[src/rtl/time_display_scanner.sv]
// time_display_scanner
//   Snapshots the three BCD time digits once per frame and time-multiplexes
//   them onto a single common-anode 7-segment bus.
//   Optional build macro: LEADING_ZERO_BLANK_EN (blank the minutes digit when 0).
//
// Ports:
//   Clk           system clock, rising edge
//   Reset         synchronous, active-high
//   DisplayEnable 1 = scan, 0 = blank
//   S1, S2, S3    BCD digits: ones of seconds, tens of seconds, minutes
//   Seg           segments {g,f,e,d,c,b,a}, active-low (decoded from state/snapshot)
//   DigitSel      active-low one-hot digit enable, bit0 = S1 .. bit2 = S3
//   ColonN        colon drive, active-low
//   FrameTick     registered one-cycle pulse on each snapshot capture
module time_display_scanner #(
  parameter int unsigned SCAN_DIV = 4,
  parameter int unsigned CNT_W    = 16
) (
  input  logic       Clk,
  input  logic       Reset,
  input  logic       DisplayEnable,
  input  logic [3:0] S1,
  input  logic [3:0] S2,
  input  logic [3:0] S3,
  output logic [6:0] Seg,
  output logic [2:0] DigitSel,
  output logic       ColonN,
  output logic       FrameTick
);

  localparam logic [CNT_W-1:0] termCount = CNT_W'(SCAN_DIV - 1);
  localparam logic [6:0]       segBlank  = 7'b1111111;

  typedef enum logic [1:0] {IDLE, DIG1, DIG2, DIG3} stateT;

  stateT            state, stateNext;
  logic [CNT_W-1:0] prescaler, prescalerNext;
  logic [3:0]       snap1, snap2, snap3;
  logic [3:0]       snap1Next, snap2Next, snap3Next;
  logic             frameTickNext;

  // BCD to active-low {g..a}; non-BCD codes show a dash
  function automatic logic [6:0] decode(input logic [3:0] d);
    case (d)
      4'd0:    decode = 7'b1000000;
      4'd1:    decode = 7'b1111001;
      4'd2:    decode = 7'b0100100;
      4'd3:    decode = 7'b0110000;
      4'd4:    decode = 7'b0011001;
      4'd5:    decode = 7'b0010010;
      4'd6:    decode = 7'b0000010;
      4'd7:    decode = 7'b1111000;
      4'd8:    decode = 7'b0000000;
      4'd9:    decode = 7'b0010000;
      default: decode = 7'b0111111;
    endcase
  endfunction

  // State, prescaler, snapshot and FrameTick registers
  always_ff @(posedge Clk) begin
    if (Reset) begin
      state     <= IDLE;
      prescaler <= '0;
      snap1     <= 4'd0;
      snap2     <= 4'd0;
      snap3     <= 4'd0;
      FrameTick <= 1'b0;
    end else begin
      state     <= stateNext;
      prescaler <= prescalerNext;
      snap1     <= snap1Next;
      snap2     <= snap2Next;
      snap3     <= snap3Next;
      FrameTick <= frameTickNext;
    end
  end

  // Next-state, snapshot capture and display decode
  always_comb begin
    stateNext     = state;
    prescalerNext = prescaler;
    snap1Next     = snap1;
    snap2Next     = snap2;
    snap3Next     = snap3;
    frameTickNext = 1'b0;
    Seg           = segBlank;
    DigitSel      = 3'b111;
    ColonN        = 1'b1;

    case (state)
      IDLE: begin
        if (DisplayEnable) begin
          stateNext     = DIG1;
          prescalerNext = '0;
          snap1Next     = S1;
          snap2Next     = S2;
          snap3Next     = S3;
          frameTickNext = 1'b1;
        end
      end
      default: begin
        ColonN = 1'b0;
        if (state == DIG1) begin
          DigitSel = 3'b110;
          Seg      = decode(snap1);
        end else if (state == DIG2) begin
          DigitSel = 3'b101;
          Seg      = decode(snap2);
        end else begin
          DigitSel = 3'b011;
`ifdef LEADING_ZERO_BLANK_EN
          Seg      = (snap3 == 4'd0) ? segBlank : decode(snap3);
`else
          Seg      = decode(snap3);
`endif
        end

        // Disable wins over a terminal-count advance on the same edge
        if (!DisplayEnable) begin
          stateNext     = IDLE;
          prescalerNext = '0;
        end else if (prescaler == termCount) begin
          prescalerNext = '0;
          if (state == DIG1) begin
            stateNext = DIG2;
          end else if (state == DIG2) begin
            stateNext = DIG3;
          end else begin
            // Frame wrap: fresh snapshot for the next frame
            stateNext     = DIG1;
            snap1Next     = S1;
            snap2Next     = S2;
            snap3Next     = S3;
            frameTickNext = 1'b1;
          end
        end else begin
          prescalerNext = prescaler + CNT_W'(1);
        end
      end
    endcase
  end

endmodule

[config.mk]
export PLATFORM = sky130hd
export DESIGN_NAME = time_display_scanner
export DESIGN_NICKNAME = d
export VERILOG_FILES = /design/src/rtl/time_display_scanner.sv
export SDC_FILE = /design/constraint.sdc
export NUM_CORES = 1
export LEC_CHECK = 0
export CAP_MARGIN = 20
export CORE_MARGIN = 2
export CORE_UTILIZATION = 32
export DETAILED_ROUTE_END_ITERATION = 8
export SYNTH_ARGS = -nofsm -noshare
export SYNTH_HDL_FRONTEND = slang
export SYNTH_SLANG_ARGS = --single-unit
[constraint.sdc]
create_clock -name Clk -period 3.1 [get_ports Clk]
set_input_delay 0.62 -clock Clk [delete_from_list [all_inputs] [get_ports Clk]]
set_output_delay 0.62 -clock Clk [all_outputs]
set_load 0.01 [all_outputs]
==> results.json <==
{
  "syn_inst": 350,
  "cts_buffers": 5,
  "ir_drop_mv": 0.181,
  "ys_seq_area_share_pct": 33.6,
  "synth_ff_type": "dfxtp_1",
  "synth_cell_types": 47,
  "cts_hold_buf": 0,
  "io_buffers": 26,
  "cts_root_buffer": "clkbuf_8",
  "path_clk_slew_ns": 0.10,
  "start_util_pct": 33.2,
  "clock-sinks": 52,
  "fin_crit_sh_pct": 95.3,
  "whs_path_depth": 2,
  "antenna_cells": 0,
  "status": "finished clean",
  "synthSimpleGateAreaFrac_pct": 24.8,
  "avgViaCountPerCell": 4.96,
  "grt_pass1_wl_um": 11800,
  "ys_ff_latch": 52,
  "clk_latency_ns": 0.31,
  "rsz0062_at_grt": "false",
  "dieArea_um2": 10500,
  "gr-usage-all-layers_pct": 14.2,
  "dr.pass1.iters": 4,
  "layout_common_cells": "52 x dfxtp_1, 33 x a21oi_1, 28 x mux2i_1, 28 x nor2_1, 27 x nand2_1",
  "htreeDepth": 2,
  "fmax_ghz": 0.339,
  "maxSlewViolCount": 0,
  "drv_cap": 0,
  "tightestPinTransition_ns": 0.545,
  "core_um2": 9330,
  "synthMuxAreaShare_pct": 11.6,
  "synth_fa_ha_area_share_pct": 8.90,
  "total_power_w": 0.00158,
  "total_leakage_power_nw": 1.44,
  "cp.arrival_ns": 2.33,
  "worstSetupStartpointType": "flop",
  "num_io_pins": 27,
  "overflow": 0,
  "crit_path_end_kind": "primary output",
  "synth_compound_area_share_pct": 15.4,
  "path_class": "reg -> out",
  "grt_max_degree": 27,
  "synthesis.nets": 387,
  "setup_viol": 0,
  "synthArstFlopShare_pct": 0,
  "finalClockSkew_ns": 0.00657,
  "synthXorXnorAreaFrac_pct": 0,
  "grt_pass1_vias": 2535,
  "dp_cells": 507,
  "synth_top_family_by_area": "simple AND/OR/NAND/NOR gates",
  "drt-total-wl_um": 6940,
  "cts_resized": 0,
  "mostFrequentLayoutCell": "dfxtp_1",
  "r2r_start": "prescaler[0]",
  "gp_congestion": 0.898,
  "post-route-drc-count": 0,
  "wl_per_cell_um": 13.4,
  "rrSetupSlack_ns": 0.36,
  "dp_worst_setup_slack_ns": 0.124,
  "row_count": 35,
  "clk_path_buf_depth": 2,
  "syn_area_um2": 3090,
  "setup_slack_ns": 0.146,
  "post_cts_buffers": 0,
  "fin_crit_ns": 2.95,
  "grt_antenna_before_repair": 0,
  "reg2regPathDepth": 12,
  "hold_path.class": "reg -> reg",
  "finalHoldViolations": 0,
  "relSlewSlack_pct": 63.4,
  "hp-start": "snap2[1]",
  "final-instance-count-excl-fill": 516,
  "cts_tree": "yes",
  "ant_nets": 0,
  "holdWs_ns": 0.476,
  "die_width_um": 102,
  "area_delta_synth_final_pct": 18.8,
  "drt_first_iter_violations": 71,
  "layout.nets": 424,
  "yosys_warnings": 0,
  "num_vias": 2560,
  "crit_required_ns": 2.48,
  "fp.dieH_um": 102,
  "drive_gt1_share_pct": 12.9,
  "p_per_area_nw_per_um2": 429,
  "synth_edf_count": 0,
  "tns_ns": 0,
  "cp_max_fo": 7,
  "whs_endpoint": "snap2[1]",
  "syn_area_per_cell_um2": 8.84,
  "post-dp-hpwl_um": 5340
}
==> critical path: stages, from the launching register on <==
cell and delay [ns]:
dfxtp_1 0.39, inv_1 0.16, ha_1 0.38, mux2_2 0.40
mux2i_1 0.15, nand2b_1 0.08, clkdlybuf4s50_1 0.47
==> worst max path at each step <==
| stage | to | slack, ns | startpoint |
|---|---|---|---|
| after floorplan | flop | 0.40 | state[1] |
| after global placement | flop | 0.23 | DisplayEnable |
| after detailed placement | flop | 0.12 | DisplayEnable |
| after CTS | Seg[4] | 0.11 | state[0] |
| after global routing | Seg[4] | 0.01 | state[0] |
| final | Seg[4] | 0.15 | state[0] |
==> per-stage QoR <==
stage	utilization [%]	cell area, um2
2_1_floorplan	-	3090
3_3_place_gp	38.2	3560
3_5_place_dp	38.2	3560
4_1_cts	39.1	3650
5_1_grt	39.4	3670
6_report	39.4	3670
==> cell usage after synthesis, drive strengths merged, types with 7 or more instances <==
| library cell | instances | share of area [%] |
|---|---|---|
| mux2 | 7 | 2.5 |
| nor2 | 28 | 3.4 |
| a21oi | 34 | 5.9 |
| nand2b | 12 | 2.4 |
| nand2 | 27 | 3.3 |
| clkbuf | 11 | 1.7 |
| nor4 | 8 | 4.0 |
| inv | 18 | 2.2 |
| o21ai | 12 | 1.9 |
| or2 | 7 | 1.7 |
| nand3 | 11 | 1.8 |
| mux2i | 28 | 9.1 |
| nor3 | 11 | 1.8 |
| ha | 22 | 8.9 |
| dfxtp | 52 | 34 |
==> cells by family after synthesis <==
family / Yosys count
compound gates: 76
flops: 52
simple gates: 128
buf+inv: 37
fa+ha+maj: 22
mux: 35
==> layout make-up <==
class	instances	area, um2
Clock buffer	5	68.8
Clock inverter	2	16.3
Fill cell	946	5650
Inverter	21	86.3
Multi-Input combinational cell	261	1880
Sequential cell	52	1040
Tap cell	129	161
Timing Repair Buffer	46	423
==> metal layers <==
metal | GRT usage [%] | part of all wire [%] | wire length [um] | vias to the layer above
li1 | - | - | - | 1310
met1 | 19.0 | 50 | 3460 | 1207
met2 | 23.6 | 46 | 3200 | 36
met3 | 2.26 | 2.9 | 203 | 7
met4 | 4.10 | 0.97 | 67 | 0
met5 | 0 | 0 | 0 | -
==> where the power goes <==
part           leakage (nW)  internal, W  total (W)  switching (W)
Clock                0.0406     0.000158   0.000390       0.000232
Combinational         0.974     0.000206   0.000425       0.000219
Sequential            0.426     0.000734   0.000760      0.0000258
Total                  1.44      0.00110    0.00158       0.000477
No activity file was read; power rests on OpenSTA's default activity.
